`config.mk`:
```
export PLATFORM = sky130hd
export DESIGN_NAME = lagarto_fp_mul_operand_check_pipe
export DESIGN_NICKNAME = d
export VERILOG_FILES = /design/src/rtl/lagarto_fpu_pkg.sv /design/src/rtl/lagarto_fp_mul_lane_classify.sv /design/src/rtl/lagarto_fp_mul_operand_check_pipe.sv
export SDC_FILE = /design/constraint.sdc
export NUM_CORES = 1
export LEC_CHECK = 0
export ABC_CLOCK_PERIOD_IN_PS = 3450
export BUFFER_PORTS_ARGS = -buffer_cell sky130_fd_sc_hd__buf_2
export CORE_MARGIN = 2
export CORE_UTILIZATION = 33
export CTS_CLUSTER_DIAMETER = 100
export DETAILED_ROUTE_END_ITERATION = 16
export HOLD_SLACK_MARGIN = 0.02
export PLACE_DENSITY = 0.69
export SLEW_MARGIN = 15
export SYNTH_ARGS = -nofsm -noshare
export SYNTH_HDL_FRONTEND = slang
export SYNTH_SLANG_ARGS = --single-unit
```
`constraint.sdc`:
```
create_clock -name clk_i -period 3.45 [get_ports clk_i]
set_clock_uncertainty 0.1 [all_clocks]
set_input_delay 0.69 -clock clk_i [delete_from_list [all_inputs] [get_ports clk_i]]
set_output_delay 0.69 -clock clk_i [all_outputs]
set_load 0.01 [all_outputs]
```
`src/rtl/lagarto_fpu_pkg.sv`:
```
`default_nettype none
// +----------------------------------------------------------------------------+
// | Module   : lagarto_fpu_pkg                                                 |
// | Brief    : Shared FP format encodings, field widths and lane flag struct.  |
// | Revision : 1.0                                                             |
// +----------------------------------------------------------------------------+
package lagarto_fpu_pkg;

  typedef enum logic [1:0] {
    FMT_FP16    = 2'b00,
    FMT_FP32    = 2'b01,
    FMT_FP64    = 2'b10,
    FMT_ILLEGAL = 2'b11
  } fmt_e;

  localparam int FP64_EXP_W = 11;
  localparam int FP64_MAN_W = 52;
  localparam int FP32_EXP_W = 8;
  localparam int FP32_MAN_W = 23;
  localparam int FP16_EXP_W = 5;
  localparam int FP16_MAN_W = 10;

  typedef struct packed {
    logic invalid;
    logic nan;
    logic zero;
    logic inf;
    logic subnormal;
    logic sign;
  } lane_flags_t;

endpackage
`default_nettype wire

```
`src/rtl/lagarto_fp_mul_lane_classify.sv`:
```
`default_nettype none
// +----------------------------------------------------------------------------+
// | Module   : lagarto_fp_mul_lane_classify                                    |
// | Brief    : Special-case classification of one multiplier operand pair.     |
// | Revision : 1.0                                                             |
// +----------------------------------------------------------------------------+
module lagarto_fp_mul_lane_classify
  import lagarto_fpu_pkg::*;
#(
  parameter int EXP_W = 11,
  parameter int MAN_W = 52
) (
  input  logic [EXP_W+MAN_W:0] operand_a,
  input  logic [EXP_W+MAN_W:0] operand_b,
  output lane_flags_t          flags
);

  localparam int c_w = EXP_W + MAN_W + 1;

  logic [EXP_W-1:0] w_exp_a, w_exp_b;
  logic [MAN_W-1:0] w_man_a, w_man_b;
  logic w_a_ones, w_a_ezero, w_a_mzero, w_b_ones, w_b_ezero, w_b_mzero;
  logic w_a_nan, w_a_snan, w_a_inf, w_a_zero, w_a_sub;
  logic w_b_nan, w_b_snan, w_b_inf, w_b_zero, w_b_sub;
  logic w_any_nan, w_zero_inf;

  assign w_exp_a   = operand_a[c_w-2 -: EXP_W];
  assign w_exp_b   = operand_b[c_w-2 -: EXP_W];
  assign w_man_a   = operand_a[MAN_W-1:0];
  assign w_man_b   = operand_b[MAN_W-1:0];

  assign w_a_ones  = &w_exp_a;
  assign w_a_ezero = ~|w_exp_a;
  assign w_a_mzero = ~|w_man_a;
  assign w_b_ones  = &w_exp_b;
  assign w_b_ezero = ~|w_exp_b;
  assign w_b_mzero = ~|w_man_b;

  // Signalling NaN: quiet bit clear with a non-zero payload below it.
  assign w_a_nan   = w_a_ones & ~w_a_mzero;
  assign w_a_snan  = w_a_ones & ~w_man_a[MAN_W-1] & (|w_man_a[MAN_W-2:0]);
  assign w_a_inf   = w_a_ones & w_a_mzero;
  assign w_a_zero  = w_a_ezero & w_a_mzero;
  assign w_a_sub   = w_a_ezero & ~w_a_mzero;

  assign w_b_nan   = w_b_ones & ~w_b_mzero;
  assign w_b_snan  = w_b_ones & ~w_man_b[MAN_W-1] & (|w_man_b[MAN_W-2:0]);
  assign w_b_inf   = w_b_ones & w_b_mzero;
  assign w_b_zero  = w_b_ezero & w_b_mzero;
  assign w_b_sub   = w_b_ezero & ~w_b_mzero;

  assign w_any_nan  = w_a_nan | w_b_nan;
  assign w_zero_inf = (w_a_zero & w_b_inf) | (w_a_inf & w_b_zero);

  assign flags.invalid   = w_a_snan | w_b_snan | w_zero_inf;
  assign flags.nan       = w_any_nan | w_zero_inf;
  assign flags.zero      = (w_a_zero | w_b_zero) & ~w_a_inf & ~w_b_inf & ~w_any_nan;
  assign flags.inf       = (w_a_inf | w_b_inf) & ~w_a_zero & ~w_b_zero & ~w_any_nan;
  assign flags.subnormal = w_a_sub | w_b_sub;
  assign flags.sign      = operand_a[c_w-1] ^ operand_b[c_w-1];

endmodule
`default_nettype wire

```
`src/rtl/lagarto_fp_mul_operand_check_pipe.sv`:
```
`default_nettype none
// +----------------------------------------------------------------------------+
// | Module   : lagarto_fp_mul_operand_check_pipe                               |
// | Brief    : Multi-format FP multiplier operand checker, one register stage. |
// | Revision : 1.0                                                             |
// +----------------------------------------------------------------------------+
module lagarto_fp_mul_operand_check_pipe
  import lagarto_fpu_pkg::*;
#(
  parameter int TAG_W = 8,
  parameter int LANES = 4
) (
  input  logic             clk_i,
  input  logic             rstn_i,
  input  logic             valid_i,
  output logic             ready_o,
  input  logic [1:0]       fmt_i,
  input  logic [LANES-1:0] mask_i,
  input  logic [63:0]      operand_a_i,
  input  logic [63:0]      operand_b_i,
  input  logic [TAG_W-1:0] tag_i,
  input  logic             flush_i,
  input  logic             clear_nv_i,
  output logic             valid_o,
  input  logic             ready_i,
  output logic [LANES-1:0] lane_active_o,
  output logic [LANES-1:0] invalid_o,
  output logic [LANES-1:0] nan_o,
  output logic [LANES-1:0] zero_o,
  output logic [LANES-1:0] inf_o,
  output logic [LANES-1:0] subnormal_o,
  output logic [LANES-1:0] sign_o,
  output logic             illegal_fmt_o,
  output logic [TAG_W-1:0] tag_o,
  output logic             nv_sticky_o
);

  lane_flags_t             w_fp64_flags;
  lane_flags_t [1:0]       w_fp32_flags;
  lane_flags_t [3:0]       w_fp16_flags;
  lane_flags_t [LANES-1:0] w_raw_flags;
  logic [LANES-1:0]        w_fmt_lanes, w_active;
  logic [LANES-1:0]        w_invalid, w_nan, w_zero, w_inf, w_sub, w_sign;
  logic                    w_illegal, w_accept, w_retire;

  logic                    r_valid, r_illegal, r_nv;
  logic [TAG_W-1:0]        r_tag;
  logic [LANES-1:0]        r_active, r_invalid, r_nan, r_zero, r_inf, r_sub, r_sign;

  lagarto_fp_mul_lane_classify #(.EXP_W(FP64_EXP_W), .MAN_W(FP64_MAN_W)) u_fp64 (
    .operand_a (operand_a_i),
    .operand_b (operand_b_i),
    .flags     (w_fp64_flags)
  );

  for (genvar k = 0; k < 2; k++) begin : g_fp32
    lagarto_fp_mul_lane_classify #(.EXP_W(FP32_EXP_W), .MAN_W(FP32_MAN_W)) u_fp32 (
      .operand_a (operand_a_i[32*k +: 32]),
      .operand_b (operand_b_i[32*k +: 32]),
      .flags     (w_fp32_flags[k])
    );
  end

  for (genvar k = 0; k < 4; k++) begin : g_fp16
    lagarto_fp_mul_lane_classify #(.EXP_W(FP16_EXP_W), .MAN_W(FP16_MAN_W)) u_fp16 (
      .operand_a (operand_a_i[16*k +: 16]),
      .operand_b (operand_b_i[16*k +: 16]),
      .flags     (w_fp16_flags[k])
    );
  end

  always_comb begin
    w_raw_flags = '0;
    w_fmt_lanes = '0;
    w_illegal   = 1'b0;
    case (fmt_e'(fmt_i))
      FMT_FP16: begin
        w_raw_flags[3:0] = w_fp16_flags;
        w_fmt_lanes      = LANES'(4'b1111);
      end
      FMT_FP32: begin
        w_raw_flags[1:0] = w_fp32_flags;
        w_fmt_lanes      = LANES'(2'b11);
      end
      FMT_FP64: begin
        w_raw_flags[0]   = w_fp64_flags;
        w_fmt_lanes      = LANES'(1'b1);
      end
      default: w_illegal = 1'b1;
    endcase
  end

  // Inactive lanes report nothing at all, sign included.
  always_comb begin
    w_active  = w_fmt_lanes & mask_i;
    w_invalid = '0;
    w_nan     = '0;
    w_zero    = '0;
    w_inf     = '0;
    w_sub     = '0;
    w_sign    = '0;
    for (int l = 0; l < LANES; l++) begin
      w_invalid[l] = w_active[l] & w_raw_flags[l].invalid;
      w_nan[l]     = w_active[l] & w_raw_flags[l].nan;
      w_zero[l]    = w_active[l] & w_raw_flags[l].zero;
      w_inf[l]     = w_active[l] & w_raw_flags[l].inf;
      w_sub[l]     = w_active[l] & w_raw_flags[l].subnormal;
      w_sign[l]    = w_active[l] & w_raw_flags[l].sign;
    end
  end

  assign ready_o  = ~r_valid | ready_i;
  assign w_accept = valid_i & ready_o;
  // A flushed transaction is discarded, never retired.
  assign w_retire = r_valid & ready_i & ~flush_i;

  always_ff @(posedge clk_i or negedge rstn_i) begin
    if (!rstn_i) begin
      r_valid   <= 1'b0;
      r_illegal <= 1'b0;
      r_nv      <= 1'b0;
      r_tag     <= '0;
      r_active  <= '0;
      r_invalid <= '0;
      r_nan     <= '0;
      r_zero    <= '0;
      r_inf     <= '0;
      r_sub     <= '0;
      r_sign    <= '0;
    end else begin
      if (flush_i)       r_valid <= 1'b0;
      else if (w_accept) r_valid <= 1'b1;
      else if (ready_i)  r_valid <= 1'b0;

      if (w_accept && !flush_i) begin
        r_illegal <= w_illegal;
        r_tag     <= tag_i;
        r_active  <= w_active;
        r_invalid <= w_invalid;
        r_nan     <= w_nan;
        r_zero    <= w_zero;
        r_inf     <= w_inf;
        r_sub     <= w_sub;
        r_sign    <= w_sign;
      end

      if (w_retire)        r_nv <= (r_nv & ~clear_nv_i) | (|r_invalid);
      else if (clear_nv_i) r_nv <= 1'b0;
    end
  end

  assign valid_o       = r_valid;
  assign illegal_fmt_o = r_illegal;
  assign tag_o         = r_tag;
  assign lane_active_o = r_active;
  assign invalid_o     = r_invalid;
  assign nan_o         = r_nan;
  assign zero_o        = r_zero;
  assign inf_o         = r_inf;
  assign subnormal_o   = r_sub;
  assign sign_o        = r_sign;
  assign nv_sticky_o   = r_nv;

endmodule
`default_nettype wire
```
**Yosys cells after proc, flatten, opt, wreduce, memory -nomap -nowiden**

Cells that the tools add are included.

- Bits in latches: 0
- Bits in read-only memories: 0
- Bits in registers: 39
- Output and inout port bits: 40
- Bits in writable memories: 0
- Memories kept: 0
- Word-level logic and storage cells: 397

- Equal/unequal tests: 2
- Divide/modulo/power cells: 0
- Multipliers: 0
- $add $sub $neg: 0
- Magnitude comparators: 0
- Multiplexer cells: 10
- Shifts and indexed selects: 0
- Reductions and logical operators: 91
- Bitwise gates (word level): 283

Operator list:

| operator | count |
|---|---|
| 1-bit AND | 168 |
| 52-bit OR reduction | 2 |
| 51-bit OR reduction | 2 |
| 23-bit OR reduction | 4 |
| 22-bit OR reduction | 4 |
| 10-bit OR reduction | 8 |
| 9-bit OR reduction | 8 |
| 1-bit bitwise OR | 58 |
| 1-bit inverter | 52 |
| 5-bit AND reduction | 8 |
| 5-bit OR reduction | 8 |
| 8-bit AND reduction | 4 |
| 8-bit OR reduction | 4 |
| 1-bit logical NOT | 29 |
| 11-bit AND reduction | 2 |
| 11-bit OR reduction | 2 |
| 6-bit one-hot mux with 3 select lines | 1 |
| 12-bit two-way mux | 1 |
| 4-bit one-hot mux with 3 select lines | 1 |
| 6-bit one-hot mux with 2 select lines | 1 |
| 1-bit two-way mux | 6 |
| 4-bit AND | 1 |
| 4-bit OR reduction | 1 |
| 1-bit bitwise XOR | 4 |
| 7 further kinds | 7 |

**Logic depth before layout (Yosys ltp)**

- Depth in word-level cells: 9
- Gate-level depth with buffers: 7
- Gate-level depth less buffers: 6

**Cells and area by module**

From an unflattened synthesis, not the netlist that was laid out.

- Cells, all modules: 458
- Area total of the unflattened synthesis: 4026.4 sq um

Modules (own cells, without submodules):

| module | sequential area each (sq um) | cells each | instances | area each (sq um) |
|---|---|---|---|---|
| lagarto_fp_mul_operand_check_pipe | 975.9 | 129 | 1 | 1774.2 |
| lagarto_fp_mul_lane_classify at g_fp16[0].u_fp16 ... | 0.0 | 38 | 4 | 272.8 |
| lagarto_fp_mul_lane_classify at g_fp32[0].u_fp32 ... | 0.0 | 50 | 2 | 329.1 |
| lagarto_fp_mul_lane_classify at u_fp64 | 0.0 | 77 | 1 | 503.0 |

**Least setup slack after synthesis**

Ideal clock, no wire load.

- Path type: input port to flip-flop
- From: input port operand_b_i[10]
- To: register r_sub[0] (netlist: subnormal_o[0])
- Stages: 6
- Slack: 0.895 ns
- Data arrival time: 2.330 ns
- Cell sequence: or4_4 or2_0 or4_4 a221oi_2 a2bb2oi_1 o21ai_1

- Cells in the longest elaborated chain, start to end: 6

Ends and longest elaborated chain:

| what | RTL line | text |
|---|---|---|
| start, declared | lagarto_fp_mul_operand_check_pipe.sv:20 | `input logic [63:0] operand_b_i,` |
| parallel branches: the longest is 4 deep, another holds 52-bit OR reduction | -- |  |
| 6-bit one-hot mux with 3 select lines (*) | lagarto_fp_mul_operand_check_pipe.sv:76 | `case (fmt_e'(fmt_i))` |
| 1-bit AND (*) | lagarto_fp_mul_operand_check_pipe.sv:107 | `w_sub[l] = w_active[l] & w_raw_flags[l].subnormal;` |
| end signal, assigned | lagarto_fp_mul_operand_check_pipe.sv:143 | `r_sub <= w_sub;` |
| end, declared | lagarto_fp_mul_operand_check_pipe.sv:48 | `logic [LANES-1:0] r_active, r_invalid, r_nan, r_zero, r_inf, r_sub, r_sign;` |

Every way passes the cells marked *.
A chain may end at the register's enable or synchronous reset.

**Final worst setup path**

- From: input port operand_a_i[26]
- To: register r_invalid[0] (netlist: invalid_o[0])

- Cells in the longest elaborated chain, start to end: 8

Ends and longest elaborated chain:

| what | RTL line | text |
|---|---|---|
| start, declared | lagarto_fp_mul_operand_check_pipe.sv:19 | `input logic [63:0] operand_a_i,` |
| 52-bit OR reduction or 8-bit OR reduction (tied branches) | lagarto_fp_mul_lane_classify.sv:34, lagarto_fp_mul_lane_classify.sv:33 |  |
| 1-bit logical NOT (on tied branches) | lagarto_fp_mul_lane_classify.sv:34, lagarto_fp_mul_lane_classify.sv:33 |  |
| 1-bit AND (on tied branches) | lagarto_fp_mul_lane_classify.sv:43, lagarto_fp_mul_lane_classify.sv:42 |  |
| 1-bit AND | lagarto_fp_mul_lane_classify.sv:53 | `assign w_zero_inf = (w_a_zero & w_b_inf) \| (w_a_inf & w_b_zero);` |
| 1-bit bitwise OR | lagarto_fp_mul_lane_classify.sv:53 |  |
| 1-bit bitwise OR | lagarto_fp_mul_lane_classify.sv:55 | `assign flags.invalid = w_a_snan \| w_b_snan \| w_zero_inf;` |
| 6-bit one-hot mux with 3 select lines (*) | lagarto_fp_mul_operand_check_pipe.sv:76 |  |
| 1-bit AND (*) | lagarto_fp_mul_operand_check_pipe.sv:103 | `w_invalid[l] = w_active[l] & w_raw_flags[l].invalid;` |
| end signal, assigned | lagarto_fp_mul_operand_check_pipe.sv:139 | `r_invalid <= w_invalid;` |
| end, declared | lagarto_fp_mul_operand_check_pipe.sv:48 |  |

Mark *: on every way between the ends. The rest lies on a longest branch, timed or not.

==> results.md <==
- Status: completed
- Final setup TNS: 0 ns
- WHS: 0.3727 ns
- CP arrival: approximately 2.7 ns
- CP startpoint kind: input port
- Crit path time final: between 2 and 3 ns
- Unrepaired setup endpoints after global routing: false
- Synth Register Bits: 39
- PortBufs: ~190
- GRT Util Overall: roughly a fifth
- Combinational power share: 25.3%
- Antenna violations before repair: 0
- DR iter-0 viols: 286
- Final core utilization: between 40% and 50%
- Avg Cell Area, Syn: 7.835 um2
- Via count: about 4100
- First-pass GRT wire length: about 17 mm
- Switching power: about 320 uW
- M1 WL: 4.816 mm
- Drt total wl: approximately 11 mm
- ANT cells: 0
- Ys async rst share: 100.0%
- Overall power: between 1 and 1.5 mW
- Fraction of layout cells with a size suffix above 1: 37.98%
- Hpwl dp: a little under 10 mm
- Post-CTS sizing: 0
- CTS H-tree lvls: 2
- CTS max path bufs: 2
- Pre-Repair DR Iteration Count: 6
- Synth Instances: between 400 and 500
- Core Rows: 36
- Slew at the pin closest to its max-slew limit: roughly 0.89 ns
- Int Pwr: approximately 760 uW
- WL/cell: 15.60 um
- Pins Over Slew Limit: 0
- Met3 routed WL: 855 um
- Final hold vios: 0
- DRT antenna net count: 0
- CTS tree: built
- Peak supply drop: 0.1414 mV
- Worst hold start: tag_o[3]
- Worst r2r src: valid_o
- Worst-path clk slew: around 0.070 ns
- Buffers & Inverters on Critical Path: 1
- Met2 WL: between 5 and 6 mm
- Post-synth top flop: dfrtp_1
- Die Area: about 11000 um2
- Chip height: 103.4 um
- Worst slew margin: 40.62%
- Leakage: ~2.1 nW
- Grt ovf: 0
- Critical path endpoint category: register
- Largest net degree at the start of global routing: 40
- Worst-path fanout max: 4
- Largest delay share family, worst path: simple AND/OR/NAND/NOR gates
- CP Class: input port to register
- CP max-delay cell: or4_4
- EDFF count, synth: 0
- Worst path cell trace: buf_2, or4_4, nor4_1, nor4b_4, a311oi_1, a211oi_1, o211ai_1
- Area grow syn2layout: 35.74%
- Final setup viols: 0
- Pwr Density: about 240 nW/um2
- Num ports: roughly 190
- Final nets: around 750
- Core area: around 9700 um2
- Num CTS Buffers: 5
- Final Cycle Share: roughly 77%
- Vias per cell: ~5.6
- Drt drc: 0
- Hold Path Class: register to register
- Vias in the first global route: 3702
- Syn_nets: 564
- CP Launch Point: operand_a_i[26]
- CTS root buf: clkbuf_8
- Postcts setup bufs: 0
- CTS Hold Bufs: 0
- Max cap viols: 0
- GPL Wtd Cong: 0.9139
- Starting Density: 33.66%
- Clock Sinks: 39
- Distinct cells, synth: 72
- Cell Area, Synth: between 3000 and 4000 um2
- Power share of the clock group: ~29%
- Switching part of the total power: ~29%
- Highest cell delay on the worst timing path: 0.56 ns
- Fmax: 376.3 MHz
- Reg power frac: around 46%
- Sequential area share after synthesis: 29.94%
- Top layer in use: met4
- Die width: a little over 100 um
- Yosys warnings: 0
- CP required: 3.51 ns
- Worst skew pair latency: just under 0.3 ns
## synthesized netlist by cell type (6+ instances only)
library cell | n | area (um2)
a22o_1 | 11 | 96.34
a22oi_1 | 10 | 75.07
and3_1 | 8 | 50.05
clkbuf_1 | 8 | 30.03
dfrtp_1 | 39 | 975.9
inv_1 | 7 | 26.28
nand2_1 | 62 | 232.7
nand3_1 | 29 | 145.1
nand4_1 | 9 | 56.30
nor2_1 | 48 | 180.2
nor3_1 | 29 | 145.1
nor4_1 | 17 | 106.4
o21ai_0 | 10 | 50.05
o22ai_1 | 6 | 37.54
or3_1 | 6 | 37.54
or4_4 | 6 | 67.56
## flip-flops by register name, summed over array words and instances (netlist names)
| signal | count |
|---|---|
| tag_o | 8 |
| zero_o | 4 |
| inf_o | 4 |
| sign_o | 4 |
| subnormal_o | 4 |
| invalid_o | 4 |
| nan_o | 4 |
| valid_o | 1 |
| lane_active_o | 4 |
| nv_sticky_o | 1 |
| illegal_fmt_o | 1 |
## layer usage
layer / track usage, % / vias to the layer above
met2: 34.89 / 199
met4: 5.364 / 0
met5: 0 / -
met1: 26.99 / 1912
li1: - / 1980
met3: 3.226 / 29
## cell type report
type	count	area, um2
clock buffers	6	82.58
multi-input cells	355	2180
flip-flops and latches	39	975.9
clock inverters	1	5.005
inverters	9	33.78
fillers	1002	5260
well taps	133	166.4
repair buffers	193	980.9
## cell usage in the layout, fill, tap and decap left out, types with 3 or more instances in the layout
master    instances
or2_2             4
nor4_2            3
or3_1             6
buf_4             6
nor2b_1           3
a211oi_1          3
a31oi_1           3
o22ai_1           6
a21o_1            3
dfrtp_1          39
a32oi_1           3
a21oi_1           5
o32ai_1           4
inv_1             7
o31ai_1           4
nand2_1          62
nand2b_1          3
nand4b_1          5
nor4_1           17
nand4_1           9
buf_2           187
or4_1             3
o21ai_1           5
nand3_1          29
a22o_1           11
and3_1            8
nor2_1           48
or4_4             6
clkbuf_8          6
and4_1            4
nor3_1           29
a32o_1            3
a22oi_1          10
o21ai_0          10
## power groups by stage
stage,Sequential [mW],Combinational (mW),Clock (mW)
global placement,0.507,0.268,0
detailed placement,0.508,0.274,0
CTS,0.499,0.275,0.315
finish,0.499,0.274,0.310
global route,0.502,0.305,0.336
floorplan,0.521,0.0930,0
## kinds of logic (layout without fill, tap and decap cells)
logic type / Yosys count / count (layout) / synth area share (%)
AO/OA/AOI/OAI: 89 / 89 / 21.08
XOR/XNOR: 4 / 4 / 1.075
buffers and inverters: 22 / 209 / 3.186
flip-flops: 39 / 39 / 29.94
multiplexers: 1 / 1 / 0.3071
AND/OR/NAND/NOR: 261 / 261 / 44.41
## per-stage QoR
stage / cell area [um2] / std cells / setup WS (ns)
final: 4424 / 736 / 0.7924
after global routing: 4424 / 736 / 0.6858
after CTS: 4424 / 736 / 0.8419
after detailed placement: 4337 / 729 / 0.5341
after global placement: 4337 / 729 / 0.5935
after floorplan: 3259 / 416 / 0.8947
## worst reg2reg max path, stage by stage (launching register included)
cell and delay [ns]:
dfrtp_1 0.39, nor2b_1 0.17, nor3b_2 0.15, buf_4 0.22
nand2_1 0.19, nor3_1 0.42, nand2_1 0.09, o311ai_1 0.26
## path summary, 6_finish.rpt
check                          endpoint  slack (ns)  depth (start not counted)
max                        invalid_o[0]        0.79                          7
min                            tag_o[3]        0.37                          2
max reg2reg                    inf_o[0]        1.36                          7
min reg2reg                    tag_o[3]        0.37                          2
max in group asynchronous  invalid_o[0]        2.27                          1
min in group asynchronous      tag_o[7]        0.43                          1
No activity file was read; power rests on OpenSTA's default activity.
